[src/rtl/memprog_arb.sv]
// Read-port arbiter for the 1024x16 program memory: CPU fetch has fixed
// priority over debug read-back, with a saturating wait counter bounding debug starvation.
module memprog_arb #(
  parameter int AW      = 10,
  parameter int DW      = 16,
  parameter int MAXWAIT = 4
) (
  input  logic          clk,
  input  logic          reset,
  input  logic          cpu_req,
  input  logic [AW-1:0] cpu_addr,
  output logic          cpu_gnt,
  output logic [DW-1:0] cpu_data,
  output logic          cpu_valid,
  input  logic          dbg_req,
  input  logic [AW-1:0] dbg_addr,
  output logic          dbg_gnt,
  output logic [DW-1:0] dbg_data,
  output logic          dbg_valid,
  output logic [AW-1:0] mem_a,
  input  logic [DW-1:0] mem_rd
);

  typedef enum logic [1:0] {
    OWN_NONE = 2'd0,
    OWN_CPU  = 2'd1,
    OWN_DBG  = 2'd2
  } owner_t;

  localparam logic [3:0] WAIT_MAX  = 4'hF;
  localparam logic [3:0] STARVE_AT = 4'(MAXWAIT);

  owner_t        owner;
  logic [3:0]    wait_cnt;
  logic [3:0]    wait_cnt_nxt;
  logic [AW-1:0] last_a;
  logic          starve;

  assign starve = (wait_cnt >= STARVE_AT);

  // Debug only overtakes a requesting CPU once it has waited MAXWAIT cycles.
  always_comb begin
    // NOTE: every always_comb output gets a default first so no path leaves it unassigned (no latch).
    owner = OWN_NONE;
    if (dbg_req && (starve || !cpu_req)) begin
      owner = OWN_DBG;
    end else if (cpu_req) begin
      owner = OWN_CPU;
    end
  end

  assign cpu_gnt = (owner == OWN_CPU);
  assign dbg_gnt = (owner == OWN_DBG);

  always_comb begin
    mem_a = last_a;
    unique case (owner)
      OWN_CPU:  mem_a = cpu_addr;
      OWN_DBG:  mem_a = dbg_addr;
      default:  mem_a = last_a;
    endcase
  end

  always_comb begin
    wait_cnt_nxt = '0;
    if (dbg_req && !dbg_gnt) begin
      wait_cnt_nxt = (wait_cnt == WAIT_MAX) ? WAIT_MAX : wait_cnt + 4'd1;
    end
  end

  // Idle cycles keep the last granted address on the memory pins.
  always_ff @(posedge clk or negedge reset) begin
    // NOTE: sequential state uses non-blocking assignments so every register samples pre-edge values.
    if (!reset) begin
      wait_cnt <= '0;
      last_a   <= '0;
    end else begin
      wait_cnt <= wait_cnt_nxt;
      if (owner != OWN_NONE) begin
        last_a <= mem_a;
      end
    end
  end

  always_ff @(posedge clk or negedge reset) begin
    if (!reset) begin
      cpu_data  <= '0;
      cpu_valid <= 1'b0;
    end else begin
      cpu_valid <= cpu_gnt;
      if (cpu_gnt) begin
        cpu_data <= mem_rd;
      end
    end
  end

  always_ff @(posedge clk or negedge reset) begin
    if (!reset) begin
      dbg_data  <= '0;
      dbg_valid <= 1'b0;
    end else begin
      dbg_valid <= dbg_gnt;
      if (dbg_gnt) begin
        dbg_data <= mem_rd;
      end
    end
  end

endmodule

[config.mk]
export PLATFORM = sky130hd
export DESIGN_NAME = memprog_arb
export DESIGN_NICKNAME = d
export VERILOG_FILES = /design/src/rtl/memprog_arb.sv
export SDC_FILE = /design/constraint.sdc
export NUM_CORES = 1
export LEC_CHECK = 0
export ABC_AREA = 1
export BUFFER_PORTS_ARGS = -buffer_cell sky130_fd_sc_hd__clkbuf_2
export CAP_MARGIN = 20
export CORE_ASPECT_RATIO = 0.6
export CORE_MARGIN = 10
export CORE_UTILIZATION = 47
export DETAILED_ROUTE_END_ITERATION = 6
export MAX_ROUTING_LAYER = met4
export PLACE_DENSITY = 0.8
export SETUP_SLACK_MARGIN = 0.05
export SLEW_MARGIN = 10
export SYNTH_ARGS = -nofsm -noshare
export SYNTH_HDL_FRONTEND = slang
export SYNTH_SLANG_ARGS = --single-unit
[constraint.sdc]
create_clock -name clk -period 1.54 [get_ports clk]
set_input_delay 0.385 -clock clk [delete_from_list [all_inputs] [get_ports clk]]
set_output_delay 0.385 -clock clk [all_outputs]
set_load 0.03 [all_outputs]
==> results of run 1 <==
what timing repair did:
| item | in CTS | in global routing |
|---|---|---|
| resized for setup | 30 | 7 |
| setup endpoints to repair | 12 | 15 |
| hold buffers | 0 | 0 |
| buffers inserted | 1 | 0 |
power breakdown:
part | internal [uW] | switching [uW] | total [uW]
Combinational | 332 | 609 | 940
Clock | 531 | 416 | 947
Sequential | 1400 | 74.5 | 1480
Total | 2260 | 1100 | 3360
metrics by stage:
stage	setup TNS (ps)	power, uW	instance area (um2)	util (%)	cells
floorplan	0	2020	2050	-	221
global placement	-382	2350	2700	65.9	384
detailed placement	-782	2370	2700	65.9	384
CTS	-3410	3370	2960	72.3	393
global route	-4210	3530	2980	72.8	393
finish	-3260	3360	2980	72.8	393
cell type report:
| type | count | area (um2) |
|---|---|---|
| Clock inverter | 2 | 38.8 |
| Fill cell | 321 | 1110 |
| Timing Repair Buffer | 115 | 796 |
| Tap cell | 60 | 75.1 |
| Sequential cell | 48 | 1200 |
| Clock buffer | 6 | 82.6 |
| Multi-Input combinational cell | 159 | 773 |
| Inverter | 3 | 17.5 |
cell families after synthesis:
family / count (synthesis)
AOI/OAI and AO/OA: 2
xor gates and xnor gates: 1
adders and majority gates: 1
buffers and inverters: 14
DFF: 48
other: 1
and+or+nand+nor: 154
final timing paths:
kind | depth (start not counted) | from | end | slack (ps)
max | 6 | wait_cnt[3] | mem_a[9] | -300
min | 2 | reset | cpu_valid | 60
max reg2reg | 7 | wait_cnt[3] | wait_cnt[1] | 160
min reg2reg | 1 | wait_cnt[0] | wait_cnt[0] | 470
max in group asynchronous | 2 | reset | wait_cnt[2] | 1260
min in group clk | 3 | mem_rd[13] | dbg_data[13] | 300
worst max-delay path: stages, from the launching register on:
cell and delay [ps]:
dfrtp_1 390, nor2_1 120, nand2_2 120, buf_6 170, nand3_1 110, nand3_2 90
clkbuf_8 160
flip-flops by register name, summed over array words and instances, names as in the netlist:
| name | flops |
|---|---|
| last_a | 10 |
| dbg_data | 16 |
| wait_cnt | 4 |
| cpu_data | 16 |
| dbg_valid | 1 |
| cpu_valid | 1 |
cells in the mapped netlist, drive strengths merged:
cell type and n:
nand3 57, conb 1, nand2 94, buf 11
xnor2 1, nor2 3, a21oi 2, dfrtp 48
ha 1, inv 3
per-layer routing:
layer | GRT usage [%] | vias to the layer above
li1 | - | 938
met1 | 21.7 | 918
met2 | 26.2 | 85
met3 | 4.49 | 4
met4 | 3.23 | 0
met5 | - | -
layout by cell type, fill, tap and decap left out, types with 2 or more instances in the layout:
master	count
a21oi_1	2
buf_12	2
buf_4	26
buf_8	4
clkbuf_2	73
clkbuf_8	15
dfrtp_1	48
nand2_1	91
nand3_1	45
nand3_2	12
nor2_1	2
==> results.yml, run 1 <==
global_routing:
  grt_max_degree: 49
  grt_pass1_vias: 2056
  track_usage_pct: 16.8
  globalRoute.totalOverflow: 0
  antenna_found_initial: 0
  grt_first_pass_wirelength_um: 10000
synth:
  yosysTopAreaCell: "dfrtp_1"
  muxShareOfSynthArea_pct: 0
  synth-warning-count: 0
  ys_seq_area_share_pct: 60.2
  synth_simple_gate_area_share_pct: 33.6
  synthTopCellsByArea: "dfrtp_1 (60%), nand2_1 (17%), nand3_1 (14%)"
  yosys.area_share.adder_pct: 0.627
  synth_compound_area_share_pct: 0.502
  synth.distinct_cells: 16
  synth_cells: 221
  syn_nets: 262
  synth_top_area_share_pct: 60.2
  syn_area_mm2: 0.00199
  ys_seq_elements: 48
  synth-xor-area-share_pct: 0.439
  synth_top_family_by_area: "simple AND/OR/NAND/NOR gates"
  avgSynthCellArea_um2: 9.02
floorplanning:
  core_mm2: 0.00410
  die_w_um: 104
  core.rowCount: 18
  io_pins: 86
  die_h_um: 70.5
  start_util_pct: 48.7
  die_area_mm2: 0.00733
setup_path:
  criticalPathCategory: "register to output port"
  worstPathRequired_ps: 1150
  critical_path.endpoint_type: "output port"
  worstPathMaxFanout: 10
  arrival_ps: 1460
  critPathLaunchType: "register"
routing:
  via_per_inst: 4.95
  num_vias: 1945
  wl_met2_um: 2810
  first_pass_iters: 4
  drt_wl_total_um: 5940
  met3WireLength_um: 450
  wl_met1_um: 2660
  dr.max_layer_used: "met4"
  ant_nets: 0
  post_drt_wl_per_cell_um: 15.1
  drcViolationCount: 0
  drt_iter0_markers: 131
sta:
  layout_min_cycle_time_ps: 1840
  hold_slack_ps: 58.0
  clock_skew_ps: 6.23
  clock.fmax_mhz: 543
  layout_setup_ws_ps: -300
  rsz0062_at_grt: "true"
  finalHoldViolations: 0
  slew_violations: 0
  finalSetupViolations: 12
  period_share_pct: 119
placed_design:
  gp_congestion: 0.820
  port_buffers: 85
  dp_slack_ps: -95.3
  dpl.hpwl_um: 4340
power_and_ir_drop:
  p_per_area_mw_per_mm2: 1130
  ir_drop_mv: 0.626
  p_leak_uw: 0.00170
clock_tree:
  h-tree-depth: 2
  cts_tree: "built"
  clock_path_buffers: 2
  cts_sinks: 48
  cts-root-buf: "clkbuf_8"
  cts_buffers: 5
  insertion_delay_ps: 290
  clk_pin_slew_worst_paths_ps: 90
finish:
  drive_above_1_share_pct: 42.3
  final_nets: 373
  areaGrowthSynthToFinish_pct: 49.6
  antenna_cells: 0
outcome:
  status: "finished, violations left"
  failed_checks: "setup timing"
worst_hold_path:
  hold_class: "input port to asynchronous set/reset pin"
run:
  drv_cap: 0
Power figures use the tool's default switching activity.
==> run 2: changes to the inputs <==
--- a/config.mk
+++ b/config.mk
@@ -8,9 +8,11 @@
 export ABC_AREA = 1
 export BUFFER_PORTS_ARGS = -buffer_cell sky130_fd_sc_hd__clkbuf_2
 export CAP_MARGIN = 20
+export CELL_PAD_IN_SITES_DETAIL_PLACEMENT = 0
+export CELL_PAD_IN_SITES_GLOBAL_PLACEMENT = 1
 export CORE_ASPECT_RATIO = 0.6
 export CORE_MARGIN = 10
-export CORE_UTILIZATION = 47
+export CORE_UTILIZATION = 34
 export DETAILED_ROUTE_END_ITERATION = 6
 export MAX_ROUTING_LAYER = met4
 export PLACE_DENSITY = 0.8
==> results.yml, run 2 (synthesis results as in run 1) <==
outcome:
  status: "finished, violations left"
  failed_checks: "setup timing"
global_routing:
  grt_pass1_vias: 1845
  antenna_found_initial: 0
  grt_first_pass_wirelength_um: 9260
  globalRoute.totalOverflow: 0
  track_usage_pct: 12.3
  grt_max_degree: 49
sta:
  layout_min_cycle_time_ps: 1820
  finalHoldViolations: 0
  rsz0062_at_grt: "true"
  clock_skew_ps: 6.45
  layout_setup_ws_ps: -285
  period_share_pct: 118
  slew_violations: 0
  clock.fmax_mhz: 548
  finalSetupViolations: 12
floorplanning:
  die_w_um: 119
  core.rowCount: 21
  die_h_um: 79.3
  die_area_mm2: 0.00943
  start_util_pct: 35.5
  io_pins: 86
  core_mm2: 0.00562
clock_tree:
  cts_hold_buf: 0
  h-tree-depth: 2
  cts_sinks: 48
  clock_path_buffers: 2
  cts_buffers: 5
  clk_pin_slew_worst_paths_ps: 90
  cts-root-buf: "clkbuf_8"
  cts_tree: "built"
  insertion_delay_ps: 290
placed_design:
  gp_congestion: 0.784
  placed_area_mm2: 0.00271
  port_buffers: 85
  dp_slack_ps: -75.0
  dpl.hpwl_um: 4400
worst_hold_path:
  hold_class: "input port to asynchronous set/reset pin"
finish:
  n_fill_cell: 538
  final_nets: 372
  drive_above_1_share_pct: 43.4
  fin_area_mm2: 0.00301
  seqCellArea_mm2: 0.00120
  areaGrowthSynthToFinish_pct: 50.9
  biggestRegsByFlops: "cpu_data x16, dbg_data x16, last_a x10"
  antenna_cells: 0
  multi_input_area_um2: 793
  final_cell_mix: "nand2_1 (91), clkbuf_2 (73), dfrtp_1 (48)"
  mostFrequentLayoutCell: "nand2_1"
setup_path:
  arrival_ps: 1440
  worstPathRequired_ps: 1150
  r2r_slack_ps: 200
  criticalPathCategory: "register to output port"
  critPathLaunchType: "register"
  worstPathMaxFanout: 10
  critical_path.endpoint_type: "output port"
routing:
  drcViolationCount: 0
  drt_iter0_markers: 108
  via_per_inst: 4.42
  num_vias: 1819
  ant_nets: 0
  first_pass_iters: 4
  drt_wl_total_um: 5750
  post_drt_wl_per_cell_um: 13.9
run:
  drv_cap: 0
power_and_ir_drop:
  ir_drop_mv: 0.671
  p_per_area_mw_per_mm2: 1110
  p_leak_uw: 0.00169
[run 2: critical path: stages, from the launching register on]
cell and delay, ps:
dfrtp_1 380, nor2_1 120, nand2_2 110, buf_6 170, nand3_1 100, nand3_2 90, clkbuf_8 160
[run 2: through the flow]
stage	utilization, %	cells	power [uW]	hold WS (ps)	setup TNS, ps
6_report	53.5	412	3330	59.5	-3080
3_5_place_dp	48.2	402	2360	393	-612
3_3_place_gp	48.2	402	2350	394	-546
2_1_floorplan	-	221	2020	89.4	0
5_1_grt	53.5	412	3500	66.1	-4160
4_1_cts	52.4	410	3340	67.1	-3470
[run 2: final cells by class]
class,instances,share of cell area [%]
clock buffer,5,2.29
clock inverter,3,1.54
inverter,3,0.582
multi-input combinational,159,26.4
sequential,48,39.9
tap,80,3.33
timing repair buffer,114,26.0
[run 2: report_power, final]
| part | switching (uW) | internal (uW) |
|---|---|---|
| Combinational | 601 | 328 |
| Sequential | 72.8 | 1400 |
| Clock | 432 | 489 |
[run 2: worst paths after layout]
check,start,to,cells past startpoint
worst max-delay path,wait_cnt[2],mem_a[9],6
worst min-delay path,reset,dbg_valid,2
worst max register to register,wait_cnt[2],wait_cnt[1],7
worst min register to register,wait_cnt[0],wait_cnt[0],1
max in group asynchronous,reset,wait_cnt[2],2
min in group clk,mem_rd[11],dbg_data[11],3
[run 2: repair_timing]
| item | 4_1_cts | 5_1_grt |
|---|---|---|
| setup buffers | 0 | 2 |
| endpoints found under the setup margin | 12 | 12 |
| gates resized for setup | 27 | 11 |
| endpoints found under the hold margin | 0 | 0 |
| pin swaps | 1 | 1 |
[run 2: metal layers]
| layer | track usage [%] | vias up | wire length (um) |
|---|---|---|---|
| met5 | - | - | 0 |
| met3 | 4.38 | 2 | 365 |
| li1 | - | 937 | - |
| met1 | 17.2 | 819 | 3010 |
| met2 | 16.9 | 61 | 2360 |
| met4 | 1.46 | 0 | 10 |
